File: src/rtl/audio_pkg.sv
// Shared definitions for the audio record/playback path: controller state encoding and
// default memory geometry.
package audio_pkg;

  localparam int unsigned DefAddrW = 16;
  localparam int unsigned DefDataW = 16;

  // StPrefetch is internal; it is reported externally as StPlay.
  typedef enum logic [1:0] {
    StIdle     = 2'd0,
    StRecord   = 2'd1,
    StPlay     = 2'd2,
    StPrefetch = 2'd3
  } state_e;

endpackage

File: src/rtl/record_playback_ctrl.sv
// Record/playback sequencer: streams ADC samples into an external RAM and replays them
// to the DAC path on codec requests, with optional looping.
module record_playback_ctrl
  import audio_pkg::*;
#(
  parameter int unsigned ADDR_W = DefAddrW,
  parameter int unsigned DATA_W = DefDataW
) (
  input  logic              clk,
  input  logic              reset,
  input  logic              sample_end,
  input  logic              sample_req,
  input  logic [DATA_W-1:0] audio_in,
  output logic [DATA_W-1:0] audio_out,
  input  logic              rec_cmd,
  input  logic              play_cmd,
  input  logic              stop_cmd,
  input  logic              loop_en,
  output logic [ADDR_W-1:0] mem_addr,
  output logic [DATA_W-1:0] mem_wdata,
  output logic              mem_we,
  output logic              mem_re,
  input  logic [DATA_W-1:0] mem_rdata,
  output logic [1:0]        state,
  output logic [ADDR_W:0]   rec_len,
  output logic              full
);

  localparam logic [ADDR_W:0] LastAddr = {1'b0, {ADDR_W{1'b1}}};

  state_e            st_q, st_d;
  logic              fetch_q, fetch_d;  // 0: issuing read, 1: read data on mem_rdata
  logic              miss_q, miss_d;
  logic [ADDR_W:0]   wr_ptr_q, wr_ptr_d;
  logic [ADDR_W:0]   rd_ptr_q, rd_ptr_d;
  logic [ADDR_W:0]   rec_len_q, rec_len_d;
  logic              full_q, full_d;
  logic [DATA_W-1:0] audio_out_q, audio_out_d;
  logic [ADDR_W:0]   rd_next;
  logic              we_c, re_c, advance, start_rec;

  assign rd_next = rd_ptr_q + 1'b1;

  always_comb begin
    st_d        = st_q;
    fetch_d     = fetch_q;
    miss_d      = miss_q;
    wr_ptr_d    = wr_ptr_q;
    rd_ptr_d    = rd_ptr_q;
    rec_len_d   = rec_len_q;
    full_d      = full_q;
    audio_out_d = audio_out_q;
    we_c        = 1'b0;
    re_c        = 1'b0;
    advance     = 1'b0;
    start_rec   = 1'b0;

    unique case (st_q)
      StIdle: begin
        if (stop_cmd) begin
          st_d = StIdle;
        end else if (rec_cmd) begin
          start_rec = 1'b1;
        end else if (play_cmd && rec_len_q != '0) begin
          st_d     = StPrefetch;
          rd_ptr_d = '0;
          fetch_d  = 1'b0;
          miss_d   = 1'b0;
        end
      end
      StRecord: begin
        if (sample_end) begin
          we_c      = 1'b1;
          wr_ptr_d  = wr_ptr_q + 1'b1;
          rec_len_d = wr_ptr_q + 1'b1;
          if (wr_ptr_q == LastAddr) begin
            full_d = 1'b1;
            st_d   = StIdle;
          end
        end
        if (stop_cmd) st_d = StIdle;
      end
      StPlay: begin
        if (stop_cmd) begin
          st_d        = StIdle;
          audio_out_d = '0;
        end else if (rec_cmd) begin
          start_rec = 1'b1;
        end else if (sample_req) begin
          advance = 1'b1;
        end
      end
      StPrefetch: begin
        if (stop_cmd) begin
          st_d        = StIdle;
          audio_out_d = '0;
        end else if (rec_cmd) begin
          start_rec = 1'b1;
        end else if (!fetch_q) begin
          re_c    = 1'b1;
          fetch_d = 1'b1;
          if (sample_req) miss_d = 1'b1;
        end else if (miss_q || sample_req) begin
          // Codec already passed this slot: drop the fetched word and skip ahead.
          advance = 1'b1;
        end else begin
          audio_out_d = mem_rdata;
          st_d        = StPlay;
        end
      end
      default: st_d = StIdle;
    endcase

    if (start_rec) begin
      st_d        = StRecord;
      wr_ptr_d    = '0;
      rec_len_d   = '0;
      full_d      = 1'b0;
      audio_out_d = '0;
    end

    if (advance) begin
      fetch_d = 1'b0;
      miss_d  = 1'b0;
      if (rd_next < rec_len_q) begin
        rd_ptr_d = rd_next;
        st_d     = StPrefetch;
      end else if (loop_en) begin
        rd_ptr_d = '0;
        st_d     = StPrefetch;
      end else begin
        rd_ptr_d    = '0;
        st_d        = StIdle;
        audio_out_d = '0;
      end
    end
  end

  always_ff @(posedge clk) begin
    if (reset) begin
      st_q        <= StIdle;
      fetch_q     <= 1'b0;
      miss_q      <= 1'b0;
      wr_ptr_q    <= '0;
      rd_ptr_q    <= '0;
      rec_len_q   <= '0;
      full_q      <= 1'b0;
      audio_out_q <= '0;
    end else begin
      st_q        <= st_d;
      fetch_q     <= fetch_d;
      miss_q      <= miss_d;
      wr_ptr_q    <= wr_ptr_d;
      rd_ptr_q    <= rd_ptr_d;
      rec_len_q   <= rec_len_d;
      full_q      <= full_d;
      audio_out_q <= audio_out_d;
    end
  end

  // Strobes are gated by reset so an abort never leaks a write into the RAM.
  assign mem_we    = we_c & ~reset;
  assign mem_re    = re_c & ~reset;
  assign mem_addr  = mem_we ? wr_ptr_q[ADDR_W-1:0] :
                     mem_re ? rd_ptr_q[ADDR_W-1:0] : '0;
  assign mem_wdata = mem_we ? audio_in : '0;
  assign audio_out = audio_out_q;
  assign state     = (st_q == StPrefetch) ? StPlay : st_q;
  assign rec_len   = rec_len_q;
  assign full      = full_q;

endmodule

File: config.mk
export PLATFORM = sky130hd
export DESIGN_NAME = record_playback_ctrl
export DESIGN_NICKNAME = d
export VERILOG_FILES = /design/src/rtl/audio_pkg.sv /design/src/rtl/record_playback_ctrl.sv
export SDC_FILE = /design/constraint.sdc
export NUM_CORES = 1
export LEC_CHECK = 0
export CORE_AREA = 2 2 126 67
export CTS_CLUSTER_SIZE = 40
export DETAILED_ROUTE_END_ITERATION = 7
export DIE_AREA = 0 0 128 69
export PLACE_DENSITY_LB_ADDON = 0.25
export SLEW_MARGIN = 5
export SYNTH_ARGS = -nofsm -noshare
export SYNTH_HDL_FRONTEND = slang
export SYNTH_SLANG_ARGS = --single-unit
File: constraint.sdc
create_clock -name clk -period 4.7 [get_ports clk]
set_input_delay 0.94 -clock clk [delete_from_list [all_inputs] [get_ports clk]]
set_output_delay 0.94 -clock clk [all_outputs]
set_load 0.005 [all_outputs]
## Yosys cells after proc, flatten, opt, wreduce, memory -nomap -nowiden

Index checks and enable logic that the tools add are counted.

- Add/subtract/negate cells: 2
- $mul: 0
- Divide/modulo/power cells: 0
- Magnitude comparators: 1
- Eq/ne operators: 21
- Shift-type cells: 0
- Muxes and demuxes: 64
- Bitwise operators: 3
- Reduce and logical (&&, ||, !) cells: 16

Operator list:

| cell | count |
|---|---|
| two-way mux 16 bit | 12 |
| two-way mux 17 bit | 6 |
| != test 5 bit, second input constant | 7 |
| adder 17 x 1 -> 17 bit, second input constant | 2 |
| two-way mux 2 bit | 16 |
| one-hot mux 16 bit (2 select lines) | 1 |
| two-way mux 1 bit | 25 |
| equality test 17 x 16 -> 1 bit, second input constant | 1 |
| less-than comparator 17 bit | 1 |
| nonzero test 17 bit | 1 |
| AND reduction 8 bit | 2 |
| != test 2 bit, second input constant | 7 |
| one-hot mux 2 bit (4 select lines) | 1 |
| one-hot mux 1 bit (2 select lines) | 3 |
| AND reduction 6 bit | 1 |
| nonzero test 2 bit | 3 |
| equality test 2 bit, second input constant | 2 |
| != test 2 x 1 -> 1 bit, second input constant | 2 |
| != test 4 bit, second input constant | 1 |
| AND reduction 4 bit | 1 |
| OR reduction 2 bit | 2 |
| AND reduction 3 bit | 1 |
| OR reduction 3 bit | 1 |
| AND 1 bit | 2 |
| other kinds (6) | 6 |

- Flip-flop bits (word level): 55
- Bits in latches: 0
- Bits in writable memories: 0
- Memory bits (read-only): 0
- Input bits: 40
- Output and inout bits: 70
- Memories kept: 0

## Depth between registers and ports, before layout

Gate-level depths: netlist (run 1).

- Depth in word-level cells: 10
- Depth in mapped cells: 14
- Gate-level depth less buffers: 13

## Worst setup path before layout (run 1)

OpenSTA, ideal clock, no wires.

- Kind: input port to output port
- Start point: input port stop_cmd
- End point: output port mem_addr[10]
- Arrival time: 2,245 ps
- Required time: 3,760 ps
- Path slack: 1,515 ps
- Stages: 4
- Buffers on the path: 1
- Cell sequence: or2_2 > nor4_2 > clkbuf_1 > a22o_1

- Word-level cells in the longest chain between the ends: 5

Ends and longest elaborated chain:

| item | RTL line | source |
|---|---|---|
| start, declared | record_playback_ctrl.sv:17 | `input logic stop_cmd,` |
| two-way mux 1 bit | record_playback_ctrl.sv:94 | `if (stop_cmd) begin` |
| two-way mux 1 bit | record_playback_ctrl.sv:58 | `unique case (st_q)` |
| AND 1 bit | record_playback_ctrl.sv:163 | `assign mem_re = re_c & ~reset;` |
| named net mem_re | record_playback_ctrl.sv:22 | `output logic mem_re,` |
| two-way mux 16 bit | record_playback_ctrl.sv:165 | `mem_re ? rd_ptr_q[ADDR_W-1:0] : '0;` |
| two-way mux 16 bit | record_playback_ctrl.sv:164 | `assign mem_addr = mem_we ? wr_ptr_q[ADDR_W-1:0] :` |
| end, declared | record_playback_ctrl.sv:19 | `output logic [ADDR_W-1:0] mem_addr,` |

The timed path passes the listed nets, and every way through them passes these cells.

## Worst setup path after layout (run 1)

- Start point: input port stop_cmd
- End point: output port mem_addr[6]

- Word-level cells in the longest chain between the ends: 5

Ends and longest elaborated chain:

| item | RTL line |
|---|---|
| two-way mux 1 bit | record_playback_ctrl.sv:94 |
| two-way mux 1 bit | record_playback_ctrl.sv:58 |
| AND 1 bit | record_playback_ctrl.sv:163 |
| two-way mux 16 bit | record_playback_ctrl.sv:165 |
| two-way mux 16 bit | record_playback_ctrl.sv:164 |

Every way passes these cells.

==> flow_metrics.env, run 1 <==
export IMPL_drc=0
export IMPL_p_total_mw=0.965
export IMPL_stdcell_area_um2=4690
export IMPL_ir_drop_uv=137
export IMPL_period_share_pct=83.8
export IMPL_grt_max_degree=20
export IMPL_reg2reg_depth=12
export IMPL_drt_iter0_markers=422
export IMPL_dp_hpwl_mm=8.73
export IMPL_swShare_pct=22.8
export IMPL_slew_headroom_pct=44.6
export IMPL_whs_ps=476
export IMPL_holdBufCountCts=0
export IMPL_die_h_um=69
export IMPL_cp_start_kind="primary input"
export IMPL_post_drt_wl_per_cell_um=17.7
export IMPL_die_area_um2=8830
export IMPL_grt_pass1_vias=3104
export IMPL_outcome="completed"
export IMPL_grt_setup_unrepaired="false"
export IMPL_ys_flop_type="dfxtp_1"
export IMPL_clk_latency_ps=300
export IMPL_antenna_found_initial=0
export IMPL_p_int_mw=0.746
export IMPL_cts_tree="built"
export IMPL_synth_top_cell_area_share_pct=32.8
export IMPL_dr_pass1_iters=5
export IMPL_syn_cell_area_um2=3360
export IMPL_postRouteAntennaNets=0
export IMPL_synth_most_common_cell="dfxtp_1"
export IMPL_fmax_mhz=254
export IMPL_synthArstFlopShare_pct=0
export IMPL_postCtsSetupBuffers=0
export IMPL_worst_slew_pin_slew_ps=830
export IMPL_fin_nets=581
export IMPL_clkPwrFrac_pct=41.3
export IMPL_core_area_um2=7710
export IMPL_arrival_ps=3000
export IMPL_grt_usage_pct=24.3
export IMPL_initial_utilization_pct=43.6
export IMPL_numCtsBuffers=5
export IMPL_cp_end_kind="primary output"
export IMPL_grt_pass1_wl_mm=16.9
export IMPL_dpl_cell_area_um2=4530
export IMPL_synthDistinctLibCells=43
export IMPL_drv_cap=0
export IMPL_yosys_warnings=0
export IMPL_vias_per_cell=5.74
export IMPL_hp_class="reg -> reg"
export IMPL_synth_top_area_cell="dfxtp_1"
export IMPL_port_buffers=109
export IMPL_synthesis_nets=481
export IMPL_clock_sinks=55
export IMPL_postSynthAreaPerCell_um2=7.98
export IMPL_antenna_cells=0
export IMPL_fin_skew_ps=4.62
export IMPL_layout_drive_gt1_share_pct=6.70
export IMPL_io_pins=110
export IMPL_power_net_switching_mw=0.220
export IMPL_hold_depth=2
export IMPL_die_w_um=128
export IMPL_synth_common_cells="dfxtp_1, nor2_1, nand2_1"
export IMPL_clkTransAtPathRegs_ps=70
export IMPL_area_growth_pct=39.7
export IMPL_slew_violations=0
export IMPL_root_buffer="clkbuf_16"
export IMPL_clockBufferDepth=2
export IMPL_path_max_fanout=11
export IMPL_num_rows=23
export IMPL_crit_required_ps=3760
export IMPL_ys_seq_elements=55
export IMPL_synth_area_top_cells="dfxtp_1, ha_1, nor2_1, and2_1, a22o_1"
export IMPL_cts_resized=0
export IMPL_fin_setup_tns_ps=0
export IMPL_vias=3570
export IMPL_critPathKind="in -> out"
export IMPL_grt_overflow=0
export IMPL_ys_seq_area_share_pct=32.8
export IMPL_hold_viol=0
export IMPL_synth_edff_count=0
export IMPL_gp_congestion=0.919
export IMPL_syn_inst=421
export IMPL_finalSetupViolCount=0
export IMPL_period_minus_slack_ps=3940
export IMPL_p_seq_share_pct=49.1
export IMPL_p_comb_share_pct=9.6
export IMPL_cts_htree_levels=2
export IMPL_p_per_area_nw_per_um2=206
export IMPL_p_leak_nw=1.75
export IMPL_totalWireLength_mm=11.0
-- logic make-up (layout without fill, tap and decap cells) --
| family | Yosys count | after routing | synth area share, % |
|---|---|---|---|
| flip-flops | 55 | 55 | 32.8 |
| XOR/XNOR | 16 | 16 | 4.17 |
| buffers and inverters | 43 | 144 | 5.17 |
| adder cells (fa/ha/maj) | 20 | 20 | 7.45 |
| AO/OA/AOI/OAI | 98 | 98 | 21.3 |
| AND/OR/NAND/NOR | 189 | 189 | 29.2 |
-- power groups by stage --
stage	logic (mW)	registers, mW	clock network (mW)
floorplan	0.0413	0.481	0
global placement	0.0899	0.484	0
detailed placement	0.0912	0.484	0
CTS	0.0920	0.473	0.405
global route	0.0999	0.474	0.424
finish	0.0928	0.474	0.399
-- registers in the layout, indices dropped and copies added, names as in the netlist --
signal	flops
rd_ptr_q	17
rec_len	17
audio_out	16
st_q	2
fetch_q	1
full	1
miss_q	1
-- critical path, stage by stage --
cell	delay (ps)
clkdlybuf4s50_1	510
or2_2	370
nor4_2	280
buf_4	240
a22o_1	150
clkdlybuf4s50_1	510
-- placed cells by master, fill, tap and decap left out, drive strengths merged, types with 3 or more instances in the layout --
cell	n
a21o	5
a21oi	27
a22o	16
a22oi	17
a32oi	3
and2	23
and3	4
and4	4
buf	7
clkbuf	7
clkdlybuf4s50	109
dfxtp	55
ha	20
inv	20
nand2	34
nand2b	3
nand3	15
nand3b	3
nand4	7
nor2	53
nor2b	8
nor3	10
nor4	7
nor4b	3
o211ai	13
o21a	5
or2	14
xnor2	15
-- final cells by class --
type,count,area (um^2)
clock inverter,1,7.51
inverter,20,75.1
fill,668,3020
timing repair buffer,116,1140
tap,100,125
multi-input combinational,323,2090
sequential,55,1100
clock buffer,7,153
-- layer usage --
| layer | vias to the layer above | routed length (um) | track usage (%) |
|---|---|---|---|
| li1 | 1702 | - | - |
| met5 | - | 0 | 0 |
| met2 | 201 | 4350 | 33.0 |
| met4 | 0 | 138 | 5.01 |
| met3 | 15 | 1230 | 6.06 |
| met1 | 1652 | 5290 | 38.0 |
-- path summary, 6_finish.rpt --
check / start / end / slack [ps]
setup / recovery: stop_cmd / mem_addr[6] / 760
setup reg to reg: rd_ptr_q[0]$_SDFFE_PP0P_ / audio_out[9]$_SDFF_PP0_ / 870
hold / removal: rd_ptr_q[16]$_SDFFE_PP0P_ / rd_ptr_q[16]$_SDFFE_PP0P_ / 480
hold reg to reg: rd_ptr_q[16]$_SDFFE_PP0P_ / rd_ptr_q[16]$_SDFFE_PP0P_ / 480
-- through the flow --
stage | cells | setup slack (ps) | utilization (%)
5_1_grt | 622 | 647 | 60.9
3_3_place_gp | 614 | 877 | 58.8
6_report | 622 | 763 | 60.9
2_1_floorplan | 421 | 1510 | -
4_1_cts | 622 | 791 | 60.9
3_5_place_dp | 614 | 787 | 58.8
Note: power is estimated with default switching activity, not from simulation.
==> run 2: changes to the inputs <==
Settings changed: CORE_AREA 2 2 126 67 to 2 2 130 69, DIE_AREA 0 0 128 69 to 0 0 132 71.
Clock period 4.7 ns to 3.2 ns, I/O delays scaled along.
==> run 2 against run 1 <==
Net effect:
- clock power rose by 60%
- die area rose by 6.1%
- combinational power rose by 66%
- core utilization rose by 0.71 points
- largest power group unchanged
- highest routed layer unchanged
- total power rose by 54%
- worst setup slack got worse by 750 ps
==> flow_metrics.env, run 2 (synthesized netlist as in run 1, its figures left out) <==
export IMPL_outcome="completed"
export IMPL_post_drt_wl_per_cell_um=17.6
export IMPL_critPathKind="reg -> reg"
export IMPL_cts_tree="built"
export IMPL_whs_ps=478
export IMPL_die_area_um2=9370
export IMPL_grt_usage_pct=23.1
export IMPL_p_per_area_nw_per_um2=291
export IMPL_dp_hpwl_mm=8.88
export IMPL_path_max_fanout=8
export IMPL_grt_overflow=0
export IMPL_numCtsBuffers=5
export IMPL_clock_sinks=55
export IMPL_layout_drive_gt1_share_pct=15.4
export IMPL_antenna_found_initial=0
export IMPL_io_pins=110
export IMPL_totalWireLength_mm=11.7
export IMPL_p_leak_nw=1.93
export IMPL_fmax_mhz=314
export IMPL_die_h_um=71
export IMPL_arrival_ps=3370
export IMPL_core_area_um2=8320
export IMPL_finalSetupViolCount=0
export IMPL_crit_path_cell_trace="nand4_1, nor2_4, buf_4, nand3_1, and2_1, or2_2, ha_1, nand4_1, a2111oi_4, nor4b_4, buf_4, clkbuf_4, a32oi_2, nor2_1"
export IMPL_grt_pass1_wl_mm=17.2
export IMPL_final_cell_mix="clkdlybuf4s50_1, nor2_1, dfxtp_1, nand2_1, buf_4"
export IMPL_period_minus_slack_ps=3190
export IMPL_clk_latency_ps=290
export IMPL_cts_htree_levels=2
export IMPL_slowest_delay_ps=420
export IMPL_fin_cells=669
export IMPL_crit_required_ps=3380
export IMPL_slew_violations=0
export IMPL_drc=0
export IMPL_hp_class="reg -> reg"
export IMPL_antenna_cells=0
export IMPL_hold_viol=0
export IMPL_period_share_pct=99.6
export IMPL_multi_input_area_um2=2220
export IMPL_cp_start_kind="flop"
export IMPL_finish_utilization_pct=61.6
export IMPL_initial_utilization_pct=40.4
export IMPL_num_rows=24
export IMPL_vias=3738
export IMPL_grt_max_degree=24
export IMPL_drt_iter0_markers=331
export IMPL_postRouteAntennaNets=0
export IMPL_crit_buf_inv=3
export IMPL_root_buffer="clkbuf_16"
export IMPL_dr_pass1_iters=5
export IMPL_seqCellArea_um2=1110
export IMPL_worst_slew_pin_slew_ps=880
export IMPL_grt_pass1_vias=3177
export IMPL_final_common_cell="clkdlybuf4s50_1"
export IMPL_cpLargestDelayFamily="simple AND/OR/NAND/NOR gates"
export IMPL_drv_cap=0
export IMPL_clkTransAtPathRegs_ps=70
export IMPL_die_w_um=132
export IMPL_fin_skew_ps=9.30
export IMPL_clockBufferDepth=2
export IMPL_slew_headroom_pct=41.3
export IMPL_dp_cells=655
export IMPL_gp_congestion=0.956
export IMPL_cp_slowest_cell="dfxtp_1"
export IMPL_area_growth_pct=52.4
export IMPL_ir_drop_uv=213
export IMPL_cp_end_kind="flop"
export IMPL_fillers=720
export IMPL_port_buffers=109
export IMPL_vias_per_cell=5.59
export IMPL_fin_nets=611
run 2: cell count changes in the layout (fill, tap and decap cells not counted), moves of 3 or more:
cell / delta
dfxtp_1: -5
ha_1: -4
dfxtp_2: +5
nand3_1: -3
ha_4: +3
buf_4: +25
run 2: stage by stage:
| step | power, mW | setup TNS (ps) | instance area (um^2) | setup WS, ps |
|---|---|---|---|---|
| 6_report | 1.49 | 0 | 5120 | 14.3 |
| 3_5_place_dp | 0.858 | 0 | 4760 | 12.1 |
| 5_1_grt | 1.54 | -867 | 5120 | -82.6 |
| 4_1_cts | 1.50 | 0 | 4940 | 14.8 |
| 3_3_place_gp | 0.857 | 0 | 4760 | 42.7 |
| 2_1_floorplan | 0.767 | 0 | 3360 | 171 |
run 2: path summary, 6_finish.rpt:
path                              from                   endpoint  slack (ps)  cells past startpoint
min reg2reg  rd_ptr_q[16]$_SDFFE_PP0P_  rd_ptr_q[16]$_SDFFE_PP0P_         480                      2
max reg2reg   rd_ptr_q[5]$_SDFFE_PP0P_  rd_ptr_q[10]$_SDFFE_PP0P_          10                     14
max           rd_ptr_q[5]$_SDFFE_PP0P_  rd_ptr_q[10]$_SDFFE_PP0P_          10                     14
min          rd_ptr_q[16]$_SDFFE_PP0P_  rd_ptr_q[16]$_SDFFE_PP0P_         480                      2
run 2: tightest hold or removal path, delay by kind of cell, from the launching register on:
kind	cells	cell delay, ps
simple gates	1	60
compound gates	1	50
flops	1	320
run 2: final cells by class:
type	count	area share, %
clock buffers	6	2.71
clock inverters	2	0.684
inverters	20	1.47
multi-input cells	323	43.4
flip-flops and latches	55	21.6
well taps	117	2.86
repair buffers	146	27.2
run 2: report_power, final:
group | leakage [nW] | switching, mW | internal [mW]
logic | 1.40 | 0.0667 | 0.0869
registers | 0.446 | 0.00901 | 0.687
clock network | 0.0868 | 0.249 | 0.390
total | 1.93 | 0.325 | 1.16
run 2: what timing repair did:
item	4_1_cts	5_1_grt
gates cloned	0	2
buffers inserted	0	4
pin swaps	0	9
hold buffers	0	0
endpoints found under the hold margin	0	0
gates resized for setup	1	30
endpoints found under the setup margin	5	50
run 2: per-layer routing:
metal / GRT usage [%] / routed length [um] / vias up
met1: 35.0 / 5610 / 1794
met4: 3.26 / 57 / 0
met2: 32.4 / 4830 / 181
met3: 7.10 / 1250 / 8
met5: 0 / 0 / -
li1: - / - / 1755
==> run 3: changes to the inputs <==
Settings changed: CELL_PAD_IN_SITES_DETAIL_PLACEMENT from default to 1, CELL_PAD_IN_SITES_GLOBAL_PLACEMENT from default to 1, CORE_AREA 2 2 130 69 to 2 2 153 80, DIE_AREA 0 0 132 71 to 0 0 155 82.
Clock period 3.2 ns to 2.8 ns, I/O delays scaled along.
==> run 3 against run 2 <==
Net effect:
- the run now ends with negative setup slack left
- clock-buffer cell count grew 1
- total power increased by 9.4%
- sequential share of layout area fell by 2.2 points
- clock skew down 1.7 ps
- fmax is 4.9% higher
- first-iteration DRC count shrank 16%
- critical path type unchanged
==> flow_metrics.env, run 3 (synthesized netlist as in run 1, its figures left out) <==
export IMPL_antenna_found_initial=0
export IMPL_cpLargestDelayFamily="simple AND/OR/NAND/NOR gates"
export IMPL_arrival_ps=3230
export IMPL_fin_nets=659
export IMPL_layout_drive_gt1_share_pct=26.7
export IMPL_initial_utilization_pct=29.3
export IMPL_clkPwrFrac_pct=38.5
export IMPL_gp_congestion=0.841
export IMPL_numCtsBuffers=5
export IMPL_reg2reg_to="audio_out[5]$_SDFF_PP0_"
export IMPL_worst_slew_pin_slew_ps=770
export IMPL_p_per_area_nw_per_um2=282
export IMPL_crit_required_ps=2990
export IMPL_hp_class="reg -> reg"
export IMPL_core_area_um2=11500
export IMPL_rr_startpoint="rd_ptr_q[1]$_SDFFE_PP0P_"
export IMPL_vias_per_cell=5.27
export IMPL_outcome="finished, violations left"
export IMPL_hold_depth=2
export IMPL_die_h_um=82
export IMPL_vias=3951
export IMPL_p_seq_share_pct=48.6
export IMPL_post_drt_wl_per_cell_um=20.8
export IMPL_drc=0
export IMPL_cp_end_kind="flop"
export IMPL_crit_buf_inv=2
export IMPL_drt_iter0_markers=278
export IMPL_path_max_fanout=8
export IMPL_root_buffer="clkbuf_16"
export IMPL_crit_path_cell_trace="ha_4, nand3_4, nor2_4, nand3_2, o21a_1, or2_4, ha_4, nand4_1, a2111oi_4, nor4b_4, buf_6, o21bai_4, clkbuf_16, nor2_1"
export IMPL_min_from="full$_SDFFE_PP0P_"
export IMPL_swShare_pct=24.4
export IMPL_violations="negative setup slack"
export IMPL_port_buffers=109
export IMPL_hold_viol=0
export IMPL_power_net_switching_mw=0.398
export IMPL_final_common_cell="clkdlybuf4s50_1"
export IMPL_totalWireLength_mm=15.6
export IMPL_grt_overflow=0
export IMPL_cp_slowest_cell="dfxtp_4"
export IMPL_cp_start_kind="flop"
export IMPL_r2r_slack_ps=-240
export IMPL_fmax_mhz=329
export IMPL_p_comb_share_pct=12.9
export IMPL_num_rows=28
export IMPL_grt_max_degree=24
export IMPL_die_w_um=155
export IMPL_dp_hpwl_mm=11.3
export IMPL_postRouteAntennaNets=0
export IMPL_drv_cap=0
export IMPL_grt_pass1_wl_mm=22.2
export IMPL_p_int_mw=1.23
export IMPL_die_area_um2=12700
export IMPL_dr_pass1_iters=4
export IMPL_fin_skew_ps=7.63
export IMPL_finalSetupViolCount=35
export IMPL_area_growth_pct=71.8
export IMPL_reg2reg_depth=14
export IMPL_p_total_mw=1.63
export IMPL_slew_headroom_pct=48.2
export IMPL_clkTransAtPathRegs_ps=70
export IMPL_clk_latency_ps=300
export IMPL_slew_violations=0
export IMPL_p_leak_nw=2.31
export IMPL_grt_setup_unrepaired="true"
export IMPL_period_minus_slack_ps=3040
export IMPL_grt_usage_pct=23.3
export IMPL_cts_tree="built"
export IMPL_critPathKind="reg -> reg"
export IMPL_cp_common_cell="ha_4"
export IMPL_hold_path_end="full$_SDFFE_PP0P_"
export IMPL_cts_htree_levels=2
export IMPL_final_cell_mix="clkdlybuf4s50_1, buf_4, nor2_1, dfxtp_1, nand2_1"
export IMPL_holdBufCountCts=0
export IMPL_ir_drop_uv=209
export IMPL_clock_sinks=55
export IMPL_finish_utilization_pct=50.4
export IMPL_timing_final_ws_setup_ps=-238
export IMPL_slowest_delay_ps=390
export IMPL_antenna_cells=0
export IMPL_io_pins=110
export IMPL_clockBufferDepth=2
export IMPL_grt_pass1_vias=3825
export IMPL_period_share_pct=109
-- run 3: routing by layer --
layer / vias up / track usage (%) / wire length, um
met3: 14 / 5.96 / 884
met2: 113 / 34.8 / 6650
met1: 1961 / 33.8 / 7900
met4: 0 / 4.07 / 146
li1: 1863 / - / -
met5: - / 0 / 0
-- run 3: metrics by stage --
step	hold slack [ps]	instance area [um^2]	std cells	TNS, ps	worst slack (ps)
2_1_floorplan	450	3510	421	0	0.141
3_3_place_gp	461	5110	708	-6230	-222
3_5_place_dp	478	5110	708	-9070	-250
4_1_cts	498	5440	734	-5130	-193
5_1_grt	528	5770	750	-11970	-391
6_report	488	5770	750	-6220	-238
-- run 3: power by group through the flow --
stage | Sequential [mW] | Combinational [mW] | Clock [mW]
floorplan | 0.807 | 0.0718 | 0
global placement | 0.810 | 0.179 | 0
detailed placement | 0.811 | 0.184 | 0
CTS | 0.790 | 0.190 | 0.643
global route | 0.792 | 0.223 | 0.679
finish | 0.791 | 0.211 | 0.627
-- run 3: cell type report --
type,instances,area (um^2)
fillers,1325,5680
multi-input cells,323,2430
repair buffers,194,1820
flip-flops and latches,55,1120
well taps,150,188
clock buffers,7,133
inverters,20,75.1
clock inverters,1,5.00
-- run 3: worst max-delay path by stage --
| stage | from | end | cells after the start |
|---|---|---|---|
| 2_1_floorplan | rd_ptr_q[2]$_SDFFE_PP0P_ | audio_out[10]$_SDFF_PP0_ | 12 |
| 3_3_place_gp | rd_ptr_q[0]$_SDFFE_PP0P_ | st_q[1]$_SDFFE_PP0P_ | 13 |
| 3_5_place_dp | rd_ptr_q[6]$_SDFFE_PP0P_ | st_q[1]$_SDFFE_PP0P_ | 12 |
| 4_1_cts | rd_ptr_q[0]$_SDFFE_PP0P_ | rd_ptr_q[8]$_SDFFE_PP0P_ | 14 |
| 5_1_grt | rd_ptr_q[1]$_SDFFE_PP0P_ | audio_out[15]$_SDFF_PP0_ | 14 |
| 6_report | rd_ptr_q[1]$_SDFFE_PP0P_ | audio_out[5]$_SDFF_PP0_ | 14 |
-- run 3: timing repair --
item / 4_1_cts / 5_1_grt
setup endpoints to repair: 56 / 57
gates resized for setup: 46 / 33
pin swaps: 17 / 24
gates cloned: 2 / 2
buffers inserted: 17 / 15
-- run 3: worst register-to-register path: cells and delay by family, from the launching register on --
family,cells,cell delay (ps)
AND/OR/NAND/NOR,7,1000
AO/OA/AOI/OAI,3,760
buffers and inverters,2,350
flip-flops,1,390
adder cells (fa/ha/maj),2,430
